--- config.mk ---
export PLATFORM = sky130hd
export DESIGN_NAME = instr_fetch_stage_flat
export DESIGN_NICKNAME = d
export VERILOG_FILES = /design/src/rtl/riscv_pkg.sv /design/src/rtl/instr_fetch_stage_if.sv /design/src/rtl/if_id_pipe_reg.sv /design/src/rtl/instr_fetch_stage.sv /design/src/flat_wrapper.sv
export SDC_FILE = /design/constraint.sdc
export NUM_CORES = 1
export LEC_CHECK = 0
export ABC_AREA = 1
export CAP_MARGIN = 10
export CORE_UTILIZATION = 40
export DETAILED_ROUTE_END_ITERATION = 8
export DONT_BUFFER_PORTS = 1
export PLACE_DENSITY_LB_ADDON = 0.05
export SLEW_MARGIN = 20
export SYNTH_ARGS = -nofsm -noshare
export SYNTH_HDL_FRONTEND = slang
export SYNTH_SLANG_ARGS = --single-unit
--- constraint.sdc ---
create_clock -name clk -period 3.2 [get_ports clk]
set_input_delay 0.64 -clock clk [delete_from_list [all_inputs] [get_ports clk]]
set_output_delay 0.64 -clock clk [all_outputs]
set_load 0.05 [all_outputs]
--- src/rtl/riscv_pkg.sv ---
// Shared RV64 core definitions: widths, the canonical NOP, base opcodes and the
// fetch-stage state encoding.
package riscv_pkg;

  localparam int XLEN = 64;
  localparam logic [31:0] NOP_INSTR = 32'h0000_0013;

  localparam logic [6:0] OP_LUI    = 7'b0110111;
  localparam logic [6:0] OP_AUIPC  = 7'b0010111;
  localparam logic [6:0] OP_JAL    = 7'b1101111;
  localparam logic [6:0] OP_JALR   = 7'b1100111;
  localparam logic [6:0] OP_BRANCH = 7'b1100011;
  localparam logic [6:0] OP_LOAD   = 7'b0000011;
  localparam logic [6:0] OP_STORE  = 7'b0100011;
  localparam logic [6:0] OP_IMM    = 7'b0010011;
  localparam logic [6:0] OP_REG    = 7'b0110011;

  typedef enum logic [1:0] {
    S_REQ  = 2'd0,
    S_WAIT = 2'd1,
    S_FULL = 2'd2,
    S_DROP = 2'd3
  } fetch_state_e;

endpackage

--- src/rtl/instr_fetch_stage_if.sv ---
// Instruction-memory read port between the fetch stage (master) and imem (slave).
interface instr_fetch_stage_if #(
  parameter int XLEN = riscv_pkg::XLEN
);
  // imem_req=1 means imem_addr is accepted that same cycle (no ready signal);
  // exactly one imem_rvalid pulse with imem_rdata answers it one or more cycles later.
  logic            imem_req;
  logic [XLEN-1:0] imem_addr;
  logic            imem_rvalid;
  logic [31:0]     imem_rdata;

  modport master (output imem_req, imem_addr, input imem_rvalid, imem_rdata);
  modport slave  (input imem_req, imem_addr, output imem_rvalid, imem_rdata);
endinterface

--- src/rtl/if_id_pipe_reg.sv ---
// IF/ID pipeline register: flush beats load, load beats bubble, stall holds contents.
module if_id_pipe_reg #(
  parameter int          XLEN      = riscv_pkg::XLEN,
  parameter logic [31:0] NOP_INSTR = riscv_pkg::NOP_INSTR
) (
  input  logic            clk,
  input  logic            reset,
  input  logic            flush,
  input  logic            load,
  input  logic            stall,
  input  logic [XLEN-1:0] load_pc,
  input  logic [31:0]     load_instr,
  output logic [XLEN-1:0] pc,
  output logic [31:0]     instr,
  output logic            valid
);

  always_ff @(posedge clk) begin
    if (reset) begin
      valid <= 1'b0;
      instr <= NOP_INSTR;
      pc    <= '0;
    end else if (flush) begin
      valid <= 1'b0;
      instr <= NOP_INSTR;
    end else if (load) begin
      pc    <= load_pc;
      instr <= load_instr;
      valid <= 1'b1;
    end else if (!stall) begin
      valid <= 1'b0;
      instr <= NOP_INSTR;
    end
  end

endmodule

--- src/rtl/instr_fetch_stage.sv ---
// RV64 fetch stage: PC, one-outstanding imem reads, 1-entry skid for ID stalls,
// EX redirects with wrong-path squashing, and the IF/ID register.
module instr_fetch_stage #(
  parameter int              XLEN      = riscv_pkg::XLEN,
  parameter logic [XLEN-1:0] RESET_PC  = '0,
  parameter logic [31:0]     NOP_INSTR = riscv_pkg::NOP_INSTR
) (
  input  logic                    clk,
  input  logic                    reset,
  input  logic                    stall,
  input  logic                    redirect_valid,
  input  logic [XLEN-1:0]         redirect_pc,
  instr_fetch_stage_if.master     imem,
  output logic [XLEN-1:0]         if_id_pc,
  output logic [31:0]             if_id_instr,
  output logic                    if_id_valid,
  output riscv_pkg::fetch_state_e dbg_state,
  output logic                    dbg_skid_valid
);
  import riscv_pkg::*;

  fetch_state_e    state;
  logic [XLEN-1:0] pc;
  logic [XLEN-1:0] skid_pc;
  logic [31:0]     skid_instr;
  logic            skid_valid;

  logic            if_id_free;
  logic            pipe_load;
  logic [XLEN-1:0] pipe_pc;
  logic [31:0]     pipe_instr;
  logic            redirect_lsb_unused;

  assign redirect_lsb_unused = &redirect_pc[1:0];
  assign if_id_free          = !if_id_valid || !stall;

  // A redirect in S_REQ suppresses the request so the old-path read never leaves.
  assign imem.imem_req  = (state == S_REQ) && !reset && !redirect_valid;
  assign imem.imem_addr = pc;

  assign dbg_state      = state;
  assign dbg_skid_valid = skid_valid;

  always_comb begin
    pipe_load  = 1'b0;
    pipe_pc    = pc;
    pipe_instr = imem.imem_rdata;
    if (state == S_WAIT && imem.imem_rvalid && if_id_free) begin
      pipe_load = 1'b1;
    end else if (state == S_FULL && !stall) begin
      pipe_load  = 1'b1;
      pipe_pc    = skid_pc;
      pipe_instr = skid_instr;
    end
  end

  always_ff @(posedge clk) begin
    if (reset) begin
      state      <= S_REQ;
      pc         <= RESET_PC;
      skid_valid <= 1'b0;
      skid_pc    <= '0;
      skid_instr <= NOP_INSTR;
    end else if (redirect_valid) begin
      pc         <= {redirect_pc[XLEN-1:2], 2'b00};
      skid_valid <= 1'b0;
      case (state)
        S_WAIT, S_DROP: state <= imem.imem_rvalid ? S_REQ : S_DROP;
        default:        state <= S_REQ;
      endcase
    end else begin
      case (state)
        S_REQ: state <= S_WAIT;
        S_WAIT: begin
          if (imem.imem_rvalid) begin
            pc <= pc + XLEN'(4);
            if (if_id_free) begin
              state <= S_REQ;
            end else begin
              skid_pc    <= pc;
              skid_instr <= imem.imem_rdata;
              skid_valid <= 1'b1;
              state      <= S_FULL;
            end
          end
        end
        S_FULL: begin
          if (!stall) begin
            skid_valid <= 1'b0;
            state      <= S_REQ;
          end
        end
        S_DROP: begin
          if (imem.imem_rvalid) state <= S_REQ;
        end
        default: state <= S_REQ;
      endcase
    end
  end

  if_id_pipe_reg #(
    .XLEN      (XLEN),
    .NOP_INSTR (NOP_INSTR)
  ) u_if_id (
    .clk        (clk),
    .reset      (reset),
    .flush      (redirect_valid),
    .load       (pipe_load),
    .stall      (stall),
    .load_pc    (pipe_pc),
    .load_instr (pipe_instr),
    .pc         (if_id_pc),
    .instr      (if_id_instr),
    .valid      (if_id_valid)
  );

endmodule
--- src/flat_wrapper.sv ---
// flat-port wrapper written by rule: the top's interface ports become plain ports
module instr_fetch_stage_flat import riscv_pkg::*;
#(
  parameter int              XLEN      = riscv_pkg::XLEN,
  parameter logic [XLEN-1:0] RESET_PC  = '0,
  parameter logic [31:0]     NOP_INSTR = riscv_pkg::NOP_INSTR
)
  (clk, reset, stall, redirect_valid, redirect_pc, if_id_pc, if_id_instr, if_id_valid, dbg_state, dbg_skid_valid, imem_imem_req, imem_imem_addr, imem_imem_rvalid, imem_imem_rdata);
  instr_fetch_stage_if #(.XLEN(XLEN)) imem_i ();
  input  logic clk;
  input  logic reset;
  input  logic stall;
  input  logic redirect_valid;
  input  logic [XLEN-1:0] redirect_pc;
  output logic [XLEN-1:0] if_id_pc;
  output logic [31:0] if_id_instr;
  output logic if_id_valid;
  output riscv_pkg::fetch_state_e dbg_state;
  output logic dbg_skid_valid;
  output wire logic [$bits(imem_i.imem_req)-1:0] imem_imem_req;
  output wire logic [$bits(imem_i.imem_addr)-1:0] imem_imem_addr;
  input wire logic [$bits(imem_i.imem_rvalid)-1:0] imem_imem_rvalid;
  input wire logic [$bits(imem_i.imem_rdata)-1:0] imem_imem_rdata;
  assign imem_imem_req = imem_i.imem_req;
  assign imem_imem_addr = imem_i.imem_addr;
  assign imem_i.imem_rvalid = imem_imem_rvalid;
  assign imem_i.imem_rdata = imem_imem_rdata;
  instr_fetch_stage #(.XLEN(XLEN), .RESET_PC(RESET_PC), .NOP_INSTR(NOP_INSTR)) u_core (.clk(clk), .reset(reset), .stall(stall), .redirect_valid(redirect_valid), .redirect_pc(redirect_pc), .imem(imem_i), .if_id_pc(if_id_pc), .if_id_instr(if_id_instr), .if_id_valid(if_id_valid), .dbg_state(dbg_state), .dbg_skid_valid(dbg_skid_valid));
endmodule
==> flow_summary_export.csv <==
group,metric,value,unit
critical_path,startpoint,"u_core.imem.imem_addr[2]",
run_status,outcome,"complete, no violations",
routing,drt-vias-per-instance,5.29,
floorplan,ios,266,
critical_path,worstPathCellList,"buf_4, ha_1, nand2_2, nor2_4, nand2_2, nor2_2, nand2_1, nor2_1, nand4_1, nand3_1, a21oi_1",
floorplan,row_count,62,
final_layout,utilization,46.7,%
critical_path,cpPeakStageDelay,340,ps
clocking,cts_buffer_depth,3,
routing,drt_pass1_iterations,5,
final_layout,final.fill_count,3032,
run,drv_cap,0,
synthesis,async_flop_share,0,%
timing,maxSlewViolCount,0,
min_path,worst_hold_startpoint,"reset",
clocking,cts_root_buffer,"clkbuf_16",
place,routabilityCongestion,0.934,
timing,setup_violations,0,
clocking,htreeDepth,1,
timing,hold_viol_final,0,
grt,grt_max_degree,74,
grt,grt_pass1_vias,10700,
final_layout,syn_to_final_growth,13.8,%
pwr,p_leak,0.00506,uW
pwr,power,7780,uW
clocking,cts_tree,"yes",
critical_path,rr_startpoint,"u_core.imem.imem_addr[2]",
grt,grt_use_met2,40.3,%
clocking,cts_hold_buf,0,
routing,drtIter0Drc,716,
critical_path,cp_data_arrival_time,2780,ps
pwr,powerDensity,576,mW/mm^2
grt,antenna_found_initial,2,
timing,period_share,73.1,%
synthesis,avgSynthCellArea,6.80,sq um
synthesis,synth-main-ff-cell,"dfxtp_1",
floorplan,die_w,174,um
floorplan,coreArea,0.0289,sq mm
clocking,clkLatencyLatePin,560,ps
synthesis,yosys_warnings,0,
grt,grt_pass1_wl,61600,um
routing,drc,0,
synthesis,seq_area_frac_synth,42.9,%
place,hpwl,27600,um
grt,grt_use_total,25.6,%
clocking,numCtsBuffers,30,
synthesis,synth_area,0.0119,sq mm
final_layout,nets,1847,
routing,routed_wl,39800,um
synthesis,synth_edf_count,0,
floorplan,die_y,174,um
critical_path,required,3640,ps
grt,grt-busiest-layer,"met2",
critical_path,cp_max_fo,7,
timing,clock_skew,17.7,ps
critical_path,endpoint_kind,"flop",
synthesis,syn_inst,1745,
critical_path,startpoint_type,"flop",
clocking,ctsResizeCount,0,
critical_path,critPathMostFrequentCell,"nand2_2",
clocking,post_cts_buffers,0,
routing,wire_per_inst,18.5,um
grt,overflow,0,
timing,rsz0062_at_grt,"false",
place,portBuffers,0,
grt,met1_usage,34.7,%
critical_path,critPathBufInv,1,
critical_path,critical-path-top-delay-family,"simple AND/OR/NAND/NOR gates",
clocking,clk_pin_slew,60,ps
critical_path,path_class,"reg -> reg",
grt,grt_use_met3,6.32,%
timing,fin_setup_tns,0,ps
floorplan,dieArea,0.0304,sq mm
final_layout,final_layout_size_suffix_gt1_share,9.17,%
floorplan,initial_core_util,41.0,%
min_path,hp-class,"in -> reg",
timing,fmax,0.427,GHz
clocking,clock_sinks,254,
synthesis,yosysUniqueCellTypes,37,
critical_path,cpMaxStageDelayCell,"dfxtp_1",
synthesis,yosys_register_bits,254,
routing,ant_nets,0,
timing,relSlewSlack,45.0,%
routing,num_vias,11400,
pwr,ir_worst_vdd,0.470,mV
timing,period_minus_slack,2340,ps
timing,worst_slew_pin_slew,824,ps
where the power goes:
group / internal (uW) / switching [uW] / total, uW
Sequential: 3250 / 234 / 3480
Clock: 2250 / 1420 / 3660
Combinational: 171 / 461 / 632
layout make-up:
| type | instances | area (sq um) | area share (%) |
|---|---|---|---|
| Sequential cell | 254 | 5080 | 37.7 |
| Clock buffer | 42 | 847 | 6.27 |
| Multi-Input combinational cell | 1281 | 5920 | 43.8 |
| Antenna cell | 2 | 5.00 | 0.0371 |
| Clock inverter | 12 | 203 | 1.50 |
| Tap cell | 384 | 480 | 3.56 |
| Timing Repair Buffer | 71 | 558 | 4.13 |
| Inverter | 107 | 404 | 2.99 |
metrics by stage:
stage	hold WS (ps)	std cells	cell area [sq um]	setup slack, ps
final	175	2153	13500	860
after global routing	149	2152	13500	652
after CTS	146	2151	13500	867
after detailed placement	448	2097	12400	829
after global placement	444	2097	12400	827
after floorplan	430	1748	11900	551
flip-flops by register name (all words and copies together) (netlist names):
register,count
u_core.u_if_id.valid,1
u_core.u_if_id.instr,32
u_core.imem.imem_addr,62
u_core.dbg_state,2
u_core.dbg_skid_valid,1
u_core.skid_instr,32
u_core.skid_pc,62
u_core.u_if_id.pc,62
cell usage after synthesis, types with 10 or more instances:
library cell,count,area [sq um]
a31oi_1,115,719
buf_2,38,190
nor2_1,240,901
clkbuf_1,55,206
nand3_1,59,295
nand2_1,493,1850
o21ai_0,175,876
inv_1,102,383
nor2_2,11,68.8
xor2_1,10,87.6
nand4_1,13,81.3
dfxtp_1,254,5080
a21oi_1,85,425
o21ai_1,14,70.1
placed cells by master, fill, tap and decap left out, drive strengths merged:
master and n:
clkinv 3, xnor2 8, nand3b 2, a31oi 115, clkinvlp 3, nand2 503
a22o 4, nand3 60, dfxtp 254, bufinv 5, a21oi 85, buf 71
conb 4, diode 2, inv 108, nor2 260, clkbuf 42, nor3 9
nand4 13, o21a 1, or2 4, o211ai 8, o21ai 189, a22oi 2
o22ai 3, ha 1, xor2 10
layer usage:
metal	vias up	share of wire, %
met5	-	0
met4	0	2.4
met3	56	7.8
met2	340	44
met1	5259	46
li1	5741	-
cells by family after synthesis:
logic type,Yosys count,share of synthesized area (%)
AO/OA/AOI/OAI,407,18.8
XOR/XNOR,18,1.33
adder cells (fa/ha/maj),1,0.105
buffers and inverters,213,7.44
flip-flops,254,42.9
other,1,0.0316
AND/OR/NAND/NOR,851,29.5
worst register-to-register path, stage by stage (launching register included):
cell,delay [ps]
dfxtp_1,340
buf_4,230
ha_1,210
nand2_2,80
nor2_4,180
nand2_2,90
nor2_2,230
nand2_1,240
nor2_1,340
nand4_1,120
nand3_1,100
a21oi_1,70
final timing paths:
check / cells after the start / slack (ps) / to
setup reg to reg: 11 / 860 / u_core.imem.imem_addr[40]
hold reg to reg: 2 / 460 / u_core.skid_instr[0]
hold / removal: 1 / 180 / u_core.dbg_state[0]
setup / recovery: 11 / 860 / u_core.imem.imem_addr[40]
Note: power is estimated with default switching activity, not from simulation.
